===== src/rtl/nn_pkg.sv =====
// Shared definitions for the neural processor datapath: sequencer state
// encoding, accumulator width derivation and signed saturation bounds.
package nn_pkg;

    // Dot-product sequencer states.
    typedef enum logic [1:0] {
        ST_IDLE  = 2'd0,
        ST_RUN   = 2'd1,
        ST_DRAIN = 2'd2,
        ST_HOLD  = 2'd3
    } state_t;

    // Exact accumulator width: a full-width product plus one bit per doubling
    // of the term count, so a sum of 2**aw products can never overflow.
    function automatic int acc_width(input int dw, input int aw);
        return 2 * dw + aw;
    endfunction

    // Largest value representable in a dw-bit two's complement word.
    function automatic int sat_max(input int dw);
        return (1 << (dw - 1)) - 1;
    endfunction

    // Smallest value representable in a dw-bit two's complement word.
    function automatic int sat_min(input int dw);
        return -(1 << (dw - 1));
    endfunction

endpackage


===== src/rtl/requant_sat.sv =====
// Requantizer: arithmetic right shift, optional ReLU, then saturation of a
// wide signed accumulator down to the narrow activation width. Purely
// combinational; the parent registers the result.
module requant_sat
    import nn_pkg::*;
#(
    parameter int ACC_WIDTH   = 19,
    parameter int DATA_WIDTH  = 8,
    parameter int SHIFT_WIDTH = 5
) (
    input  logic signed [ACC_WIDTH-1:0]  acc_i,
    input  logic        [SHIFT_WIDTH-1:0] shift_i,
    input  logic                          relu_en_i,
    output logic signed [DATA_WIDTH-1:0] q_o
);

    localparam logic signed [ACC_WIDTH-1:0] SAT_MAX = ACC_WIDTH'(sat_max(DATA_WIDTH));
    localparam logic signed [ACC_WIDTH-1:0] SAT_MIN = ACC_WIDTH'(sat_min(DATA_WIDTH));

    logic signed [ACC_WIDTH-1:0] shifted_d;
    logic signed [ACC_WIDTH-1:0] relu_d;

    // Shift (floor), rectify, then clamp into the output range.
    always_comb begin
        // Shifting by the full width or more leaves only the sign: 0 or -1.
        if (int'(shift_i) >= ACC_WIDTH) begin
            shifted_d = {ACC_WIDTH{acc_i[ACC_WIDTH-1]}};
        end else begin
            shifted_d = acc_i >>> shift_i;
        end

        relu_d = shifted_d;
        if (relu_en_i && shifted_d[ACC_WIDTH-1]) begin
            relu_d = '0;
        end

        if (relu_d > SAT_MAX) begin
            q_o = SAT_MAX[DATA_WIDTH-1:0];
        end else if (relu_d < SAT_MIN) begin
            q_o = SAT_MIN[DATA_WIDTH-1:0];
        end else begin
            q_o = relu_d[DATA_WIDTH-1:0];
        end
    end

endmodule


===== src/rtl/fifo_mac_sequencer.sv =====
// Dot-product sequencer sitting behind the activation and weight register
// FIFOs. On start it walks a shared read select over every FIFO entry,
// multiply-accumulates the signed pairs through a one-stage product register,
// requantizes the sum and offers it on a valid/ready handshake.
module fifo_mac_sequencer
    import nn_pkg::*;
#(
    parameter int ADDR_WIDTH  = 3,
    parameter int DATA_WIDTH  = 8,
    parameter int ACC_WIDTH   = acc_width(DATA_WIDTH, ADDR_WIDTH),
    parameter int SHIFT_WIDTH = 5
) (
    input  logic                          clk,
    input  logic                          rstb,
    input  logic                          start,
    output logic        [ADDR_WIDTH-1:0]  rd_sel,
    input  logic signed [DATA_WIDTH-1:0]  act_in,
    input  logic signed [DATA_WIDTH-1:0]  wgt_in,
    input  logic                          fifo_load_enable,
    input  logic        [SHIFT_WIDTH-1:0] shift,
    input  logic                          relu_en,
    output logic                          busy,
    output logic signed [ACC_WIDTH-1:0]   result_acc,
    output logic signed [DATA_WIDTH-1:0]  result_q,
    output logic                          result_valid,
    input  logic                          result_ready,
    output logic                          err_hazard
);

    localparam int PROD_WIDTH = 2 * DATA_WIDTH;
    localparam logic [ADDR_WIDTH-1:0] IDX_LAST = '1;
    localparam logic [ADDR_WIDTH-1:0] IDX_ONE  = ADDR_WIDTH'(1);

    // Sequencer state and datapath registers.
    state_t                        state_q;
    logic        [ADDR_WIDTH-1:0]  idx_q;
    logic signed [ACC_WIDTH-1:0]   acc_q;
    logic signed [PROD_WIDTH-1:0]  prod_q;
    logic                          prod_vld_q;
    logic        [SHIFT_WIDTH-1:0] shift_q;
    logic                          relu_q;
    logic                          busy_q;
    logic                          result_valid_q;
    logic                          err_hazard_q;
    logic signed [ACC_WIDTH-1:0]   result_acc_q;
    logic signed [DATA_WIDTH-1:0]  result_q_q;

    // Next-value datapath terms.
    logic signed [PROD_WIDTH-1:0]  act_ext_d;
    logic signed [PROD_WIDTH-1:0]  wgt_ext_d;
    logic signed [PROD_WIDTH-1:0]  prod_d;
    logic signed [ACC_WIDTH-1:0]   prod_ext_d;
    logic signed [ACC_WIDTH-1:0]   final_sum_d;
    logic signed [ACC_WIDTH-1:0]   acc_d;
    logic signed [DATA_WIDTH-1:0]  requant_d;

    // Product of the current FIFO pair and the running sum including the
    // product captured on the previous edge.
    always_comb begin
        act_ext_d   = {{DATA_WIDTH{act_in[DATA_WIDTH-1]}}, act_in};
        wgt_ext_d   = {{DATA_WIDTH{wgt_in[DATA_WIDTH-1]}}, wgt_in};
        // The low PROD_WIDTH bits hold the exact signed product.
        prod_d      = act_ext_d * wgt_ext_d;
        prod_ext_d  = {{(ACC_WIDTH - PROD_WIDTH){prod_q[PROD_WIDTH-1]}}, prod_q};
        final_sum_d = acc_q + prod_ext_d;
        acc_d       = prod_vld_q ? final_sum_d : acc_q;
    end

    // Requantization of the completed sum; captured into result_q at DRAIN.
    requant_sat #(
        .ACC_WIDTH   (ACC_WIDTH),
        .DATA_WIDTH  (DATA_WIDTH),
        .SHIFT_WIDTH (SHIFT_WIDTH)
    ) u_requant (
        .acc_i     (final_sum_d),
        .shift_i   (shift_q),
        .relu_en_i (relu_q),
        .q_o       (requant_d)
    );

    // Sequencer FSM with all outputs registered.
    always_ff @(posedge clk or posedge rstb) begin
        if (rstb) begin
            state_q        <= ST_IDLE;
            idx_q          <= '0;
            acc_q          <= '0;
            prod_q         <= '0;
            prod_vld_q     <= 1'b0;
            shift_q        <= '0;
            relu_q         <= 1'b0;
            busy_q         <= 1'b0;
            result_valid_q <= 1'b0;
            err_hazard_q   <= 1'b0;
            result_acc_q   <= '0;
            result_q_q     <= '0;
        end else begin
            case (state_q)
                ST_IDLE: begin
                    if (start) begin
                        state_q      <= ST_RUN;
                        idx_q        <= '0;
                        acc_q        <= '0;
                        prod_vld_q   <= 1'b0;
                        shift_q      <= shift;
                        relu_q       <= relu_en;
                        err_hazard_q <= 1'b0;
                        busy_q       <= 1'b1;
                    end
                end

                ST_RUN: begin
                    prod_q     <= prod_d;
                    prod_vld_q <= 1'b1;
                    acc_q      <= acc_d;
                    // Wraps back to zero on the last term so rd_sel idles at 0.
                    idx_q      <= idx_q + IDX_ONE;
                    if (fifo_load_enable) begin
                        err_hazard_q <= 1'b1;
                    end
                    if (idx_q == IDX_LAST) begin
                        state_q <= ST_DRAIN;
                    end
                end

                ST_DRAIN: begin
                    acc_q          <= final_sum_d;
                    prod_vld_q     <= 1'b0;
                    result_acc_q   <= final_sum_d;
                    result_q_q     <= requant_d;
                    result_valid_q <= 1'b1;
                    state_q        <= ST_HOLD;
                end

                ST_HOLD: begin
                    if (result_ready) begin
                        result_valid_q <= 1'b0;
                        busy_q         <= 1'b0;
                        state_q        <= ST_IDLE;
                    end
                end

                default: begin
                    state_q <= ST_IDLE;
                end
            endcase
        end
    end

    assign rd_sel       = idx_q;
    assign busy         = busy_q;
    assign result_acc   = result_acc_q;
    assign result_q     = result_q_q;
    assign result_valid = result_valid_q;
    assign err_hazard   = err_hazard_q;

endmodule


===== config.mk =====
export PLATFORM = sky130hd
export DESIGN_NAME = fifo_mac_sequencer
export DESIGN_NICKNAME = d
export VERILOG_FILES = /design/src/rtl/nn_pkg.sv /design/src/rtl/requant_sat.sv /design/src/rtl/fifo_mac_sequencer.sv
export SDC_FILE = /design/constraint.sdc
export NUM_CORES = 1
export LEC_CHECK = 0
export CORE_ASPECT_RATIO = 1.25
export CORE_MARGIN = 3
export CORE_UTILIZATION = 50
export CTS_BUF_LIST = sky130_fd_sc_hd__clkbuf_16
export CTS_CLUSTER_SIZE = 10
export DETAILED_ROUTE_END_ITERATION = 7
export PLACE_DENSITY = 0.69
export SLEW_MARGIN = 20
export SYNTH_ARGS = -nofsm -noshare
export SYNTH_HDL_FRONTEND = slang
export SYNTH_SLANG_ARGS = --single-unit

===== constraint.sdc =====
create_clock -name clk -period 4.6 [get_ports clk]
set_input_delay 0.46 -clock clk [delete_from_list [all_inputs] [get_ports clk]]
set_output_delay 0.46 -clock clk [all_outputs]
set_load 0.1 [all_outputs]

# Yosys cells after proc, flatten, opt, wreduce, memory -nomap -nowiden

Index checks and enable logic that the tools add are counted.

$mul: 1
$add $sub $neg: 2
Muxes and demuxes: 21
Reduce and logical (&&, ||, !) cells: 14
Magnitude comparators: 3
Shift operators: 1
Eq/ne operators: 9

Operators with widths:

| kind                                                                              | number |
|---|---|
| 19-bit 2-to-1 mux                                                                 | 4 |
| 19-bit one-hot mux with 3 select lines                                            | 1 |
| 19-bit by 16-bit adder with 19-bit output                                         | 1 |
| 19-bit by 8-bit greater-than comparator with 1-bit output (second input constant) | 1 |
| 19-bit by 8-bit less-than comparator with 1-bit output (second input constant)    | 1 |
| 19-bit by 5-bit >>> shifter with 19-bit output                                    | 1 |
| 8-bit by 8-bit multiplier with 16-bit output                                      | 1 |
| 8-bit 2-to-1 mux                                                                  | 2 |
| 3-bit AND reduction                                                               | 4 |
| 2-bit inequality test (second input constant)                                     | 5 |
| 2-bit one-hot mux with 4 select lines                                             | 1 |
| 2-bit AND reduction                                                               | 4 |
| 2-bit 2-to-1 mux                                                                  | 3 |
| 1-bit one-hot mux with 2 select lines                                             | 3 |
| 3-bit one-hot mux with 2 select lines                                             | 1 |
| 2-bit nonzero test                                                                | 3 |
| 5-bit >= comparator (second input constant)                                       | 1 |
| 2-bit == test (second input constant)                                             | 2 |
| 1-bit 2-to-1 mux                                                                  | 4 |
| 3-bit by 1-bit adder with 3-bit output (second input constant)                    | 1 |
| 3-bit == test (second input constant)                                             | 1 |
| 3-bit 2-to-1 mux                                                                  | 1 |
| 1-bit one-hot mux with 3 select lines                                             | 1 |
| 3-bit nonzero test                                                                | 1 |
| other kinds (3)                                                                   | 3 |

Register bits: 77
Input bits: 27

# Longest topological paths before layout

Depth after elaboration: 8
Mapped depth: 21

# By module

From an unflattened synthesis, not the netlist that was laid out.

Cell total of the unflattened synthesis: 735
Area, all modules: 7502.2 µm²

By module, submodules not included:

| module             | instances | seq. area each (µm²) | area each (µm²) | cells an instance |
|---|---|---|---|---|
| fifo_mac_sequencer | 1         | 1926.8               | 6336.1          | 614 |
| requant_sat        | 1         | 0.0                  | 1166.1          | 121 |

# Worst setup path before layout

No wires, ideal clock.

Path type: in2reg
Start point: input port wgt_in[6]
End point: register prod_q[14]
Slack: -69 ps
Setup time: 125 ps
Cell stages on the path: 18
Arrival time: 4544 ps
Required time: 4475 ps
Path through: clkbuf_1 > nand2_1 > fa_1 > fa_1 > inv_1 > fa_1 > fa_1 > ha_1 > o21ai_0 > a21boi_0 > o21ai_0 > a21boi_0 > o21ai_0 > nand2b_1 > a21o_1 > a21oi_1 > xnor2_1 > mux2_2

Word-level cells in the longest chain between the ends: 1

RTL lines:

| item                                         | line                      | text |
|---|---|---|
| start, declared                              | fifo_mac_sequencer.sv:18  | `input logic signed [DATA_WIDTH-1:0] wgt_in,` |
| 8-bit by 8-bit multiplier with 16-bit output | fifo_mac_sequencer.sv:63  | `prod_d = act_ext_d * wgt_ext_d;` |
| end signal, assigned                         | fifo_mac_sequencer.sv:112 | `prod_q <= prod_d;` |
| end, declared                                | fifo_mac_sequencer.sv:38  | `logic signed [PROD_WIDTH-1:0] prod_q;` |

No other way between the ends.
A chain may end at the register's enable or synchronous reset.

# Worst setup path after layout

Start point: input port wgt_in[7]
End point: register prod_q[13]

Same word-level chain as after synthesis.

==> metrics.txt <==
RR Endpoint result_q[4]$_DFFE_PP0P_; RD Place Congestion 0.938; CP max FO 6; post-synthesis simple-gate area fraction 0.166; post-synth net total 985; total number of yosys warnings 0; routed len/inst 20.6 um; FF+latch count, synth 77; worst reg2reg setup slack 170 ps; Post-DP Area 0.00909 mm^2; CTS Sinks 77; complex-gate fraction of the synthesized area 0.212; outcome finished clean; final setup fails 0; critical path type input port to flip-flop; hold path start prod_q[8]$_DFFE_PP0P_; async set-reset flop share out of synthesis 1.00; WL final 24.2 mm; Cell Rows 50; Post-Synthesis Cells 849; CP required 4830 ps; antenna cells 0; slack of the critical path 152 ps; Clock Latency Late Sink 360 ps; clock skew after layout 17.5 ps; die width 118 um; Max-Cap Viols 0; vias in the first global route 7380; global router's overall resource usage 0.278; commonest cells after routing, fill and taps aside 77 x dfrtp_1, 74 x inv_1, 71 x buf_4; drt pass-1 iters 5; Filler cells 1318; Mapped Area 0.00790 mm^2; io pins 60; Port Buffers 59; Clk pin slew, worst setup/hold paths 60 ps; post-synthesis mux area share 0.0648; Hold Fails Final Rpt 0; Worst setup EP type flip-flop; crit path from wgt_in[7]; initial DRC count 442; share of cells above drive strength 1 0.204; Detail Route Antenna Nets 0; Via density 5.97; RR Startpoint prod_q[0]$_DFFE_PP0P_; CP Launch Type input port; global-route wire length before repair 38.5 mm; XOR/XNOR Fraction of Synth Area 0.0321; post-layout minimum cycle time 4450 ps; CTS H-tree depth 3; GRT overflow 0; fin crit share 0.967; Mapped Avg Cell Area 9.31 um^2; Placement Setup Slack -749 ps; Worst-Margin Slew 1040 ps; Hold WC Path Type flip-flop to flip-flop; die height 147 um; Setup crit end prod_q[13]$_DFFE_PP0P_; Max transition margin 0.304; CTS tree yes; Die ar. 0.0174 mm^2; vias 7007; Hold Buf Count CTS 0; Final nets 1097; EDFF count, synth 0; Top FF cell, synth dfrtp_1; Layout area overhead 20.4%; starting density of the core 0.520; CTS Buffer Depth 2; Highest Clock Rate 225 MHz; initial antenna violation count 0; number of CTS-inserted buffers 9; Unique masters post-synth 86; dpl hpwl 19.4 mm; final non-filler cell area 0.00951 mm^2; Worst Path Arrival 4680 ps; DR DRC count 0; R2R cell count 13; commonest non-fill, non-tap cell in the layout dfrtp_1; Adder-Cell Fraction of Synth Area 0.226; CORE AREA 0.0152 mm^2; Clock Tree Root clkbuf_16; largest net degree at the start of global routing 45; register area share after synthesis 0.244; Final Max Slew Viols 0; largest family of logic cells by synthesized area adder cells
-- synth_stat cells (3+ instances only) --
cell | n | area share
a2111oi_0 | 3 | 0.0033
a211oi_1 | 4 | 0.0038
a211oi_2 | 3 | 0.0048
a21boi_0 | 3 | 0.0029
a21o_1 | 13 | 0.012
a21oi_1 | 48 | 0.030
a21oi_2 | 3 | 0.0033
a22o_1 | 22 | 0.024
a2bb2oi_1 | 3 | 0.0033
a31oi_1 | 7 | 0.0055
a32o_1 | 3 | 0.0038
and2_1 | 40 | 0.032
and3_1 | 6 | 0.0048
buf_1 | 3 | 0.0014
buf_2 | 8 | 0.0051
clkbuf_1 | 20 | 0.0095
dfrtp_1 | 77 | 0.24
fa_1 | 56 | 0.14
ha_1 | 53 | 0.084
inv_1 | 76 | 0.036
mux2_2 | 37 | 0.053
mux2i_1 | 8 | 0.010
nand2_1 | 69 | 0.033
nand2b_1 | 17 | 0.013
nand3_1 | 13 | 0.0082
nand4_1 | 7 | 0.0055
nor2_1 | 48 | 0.023
nor2b_1 | 4 | 0.0032
nor3_1 | 19 | 0.012
nor4_1 | 8 | 0.0063
nor4_2 | 3 | 0.0048
o2111ai_1 | 9 | 0.010
o211ai_1 | 8 | 0.0076
o21a_1 | 5 | 0.0048
o21ai_0 | 32 | 0.020
o21ai_1 | 6 | 0.0038
o221ai_1 | 3 | 0.0033
o22ai_1 | 4 | 0.0032
o31ai_1 | 5 | 0.0048
o32ai_1 | 4 | 0.0044
or2_2 | 7 | 0.0055
or3_1 | 5 | 0.0040
xnor2_1 | 21 | 0.023
xor2_1 | 8 | 0.0089
-- what timing repair did --
item	4_1_cts	5_1_grt
endpoints found under the setup margin	5	8
resized for setup	30	40
pin swaps	13	20
cloned	0	0
buffers inserted	2	8
-- kinds of logic after synthesis --
kind of cell / Yosys count
compound gates: 222
xor+xnor: 29
fa+ha+maj: 109
buf+inv: 110
flops: 77
mux: 46
simple gates: 256
-- state kept, by name, indices dropped and copies added (netlist names), 2 cells and up --
signal	cells
rd_sel	3
state_q	2
result_acc	19
acc_q	19
result_q	8
prod_q	16
shift_q	5
-- worst min-delay path by stage --
stage | end | slack, ps | cells after the start
floorplan | acc_q[2]$_DFFE_PP0P_ | 460 | 2
global placement | acc_q[2]$_DFFE_PP0P_ | 470 | 2
detailed placement | prod_q[8]$_DFFE_PP0P_ | 480 | 1
CTS | prod_q[8]$_DFFE_PP0P_ | 500 | 1
global route | prod_q[8]$_DFFE_PP0P_ | 520 | 1
finish | prod_q[8]$_DFFE_PP0P_ | 490 | 1
-- metrics by stage --
step | util | hold slack, ps | cells | TNS (ps)
detailed placement | 0.598 | 484 | 1148 | -3500
global placement | 0.598 | 472 | 1148 | -2880
floorplan | - | 455 | 849 | 0
CTS | 0.619 | 497 | 1166 | -26.8
global route | 0.626 | 518 | 1174 | -119
finish | 0.626 | 490 | 1174 | 0
-- cell type report --
cell class	count	area, um^2	area share
clock inverters	7	57.6	0.00605
multi-input cells	662	5630	0.591
clock buffers	9	225	0.0237
inverters	76	285	0.0300
well taps	208	260	0.0274
flip-flops and latches	77	1930	0.203
repair buffers	135	1130	0.119
-- metal layers --
layer,wire length [um],track usage
met1,9110,0.307
met2,13300,0.531
met3,822,0.0395
met4,885,0.111
met5,0,0
-- worst max-delay path, cell delays in order --
cell           delay (ps)
dlygate4sd2_1         280
buf_6                 150
fa_1                  530
inv_1                  50
fa_1                  490
inv_1                  50
fa_1                  450
fa_1                  530
ha_4                  210
buf_4                 130
inv_1                  60
o21ai_2                70
a21oi_2               220
o21ai_2                90
a21oi_2               180
o21bai_1              110
a21oi_2               170
buf_4                 130
xnor2_1                50
mux2_2                260
Power is not shown: default switching activity piles up to over one toggle a cycle in this logic, so the estimate is an artifact.
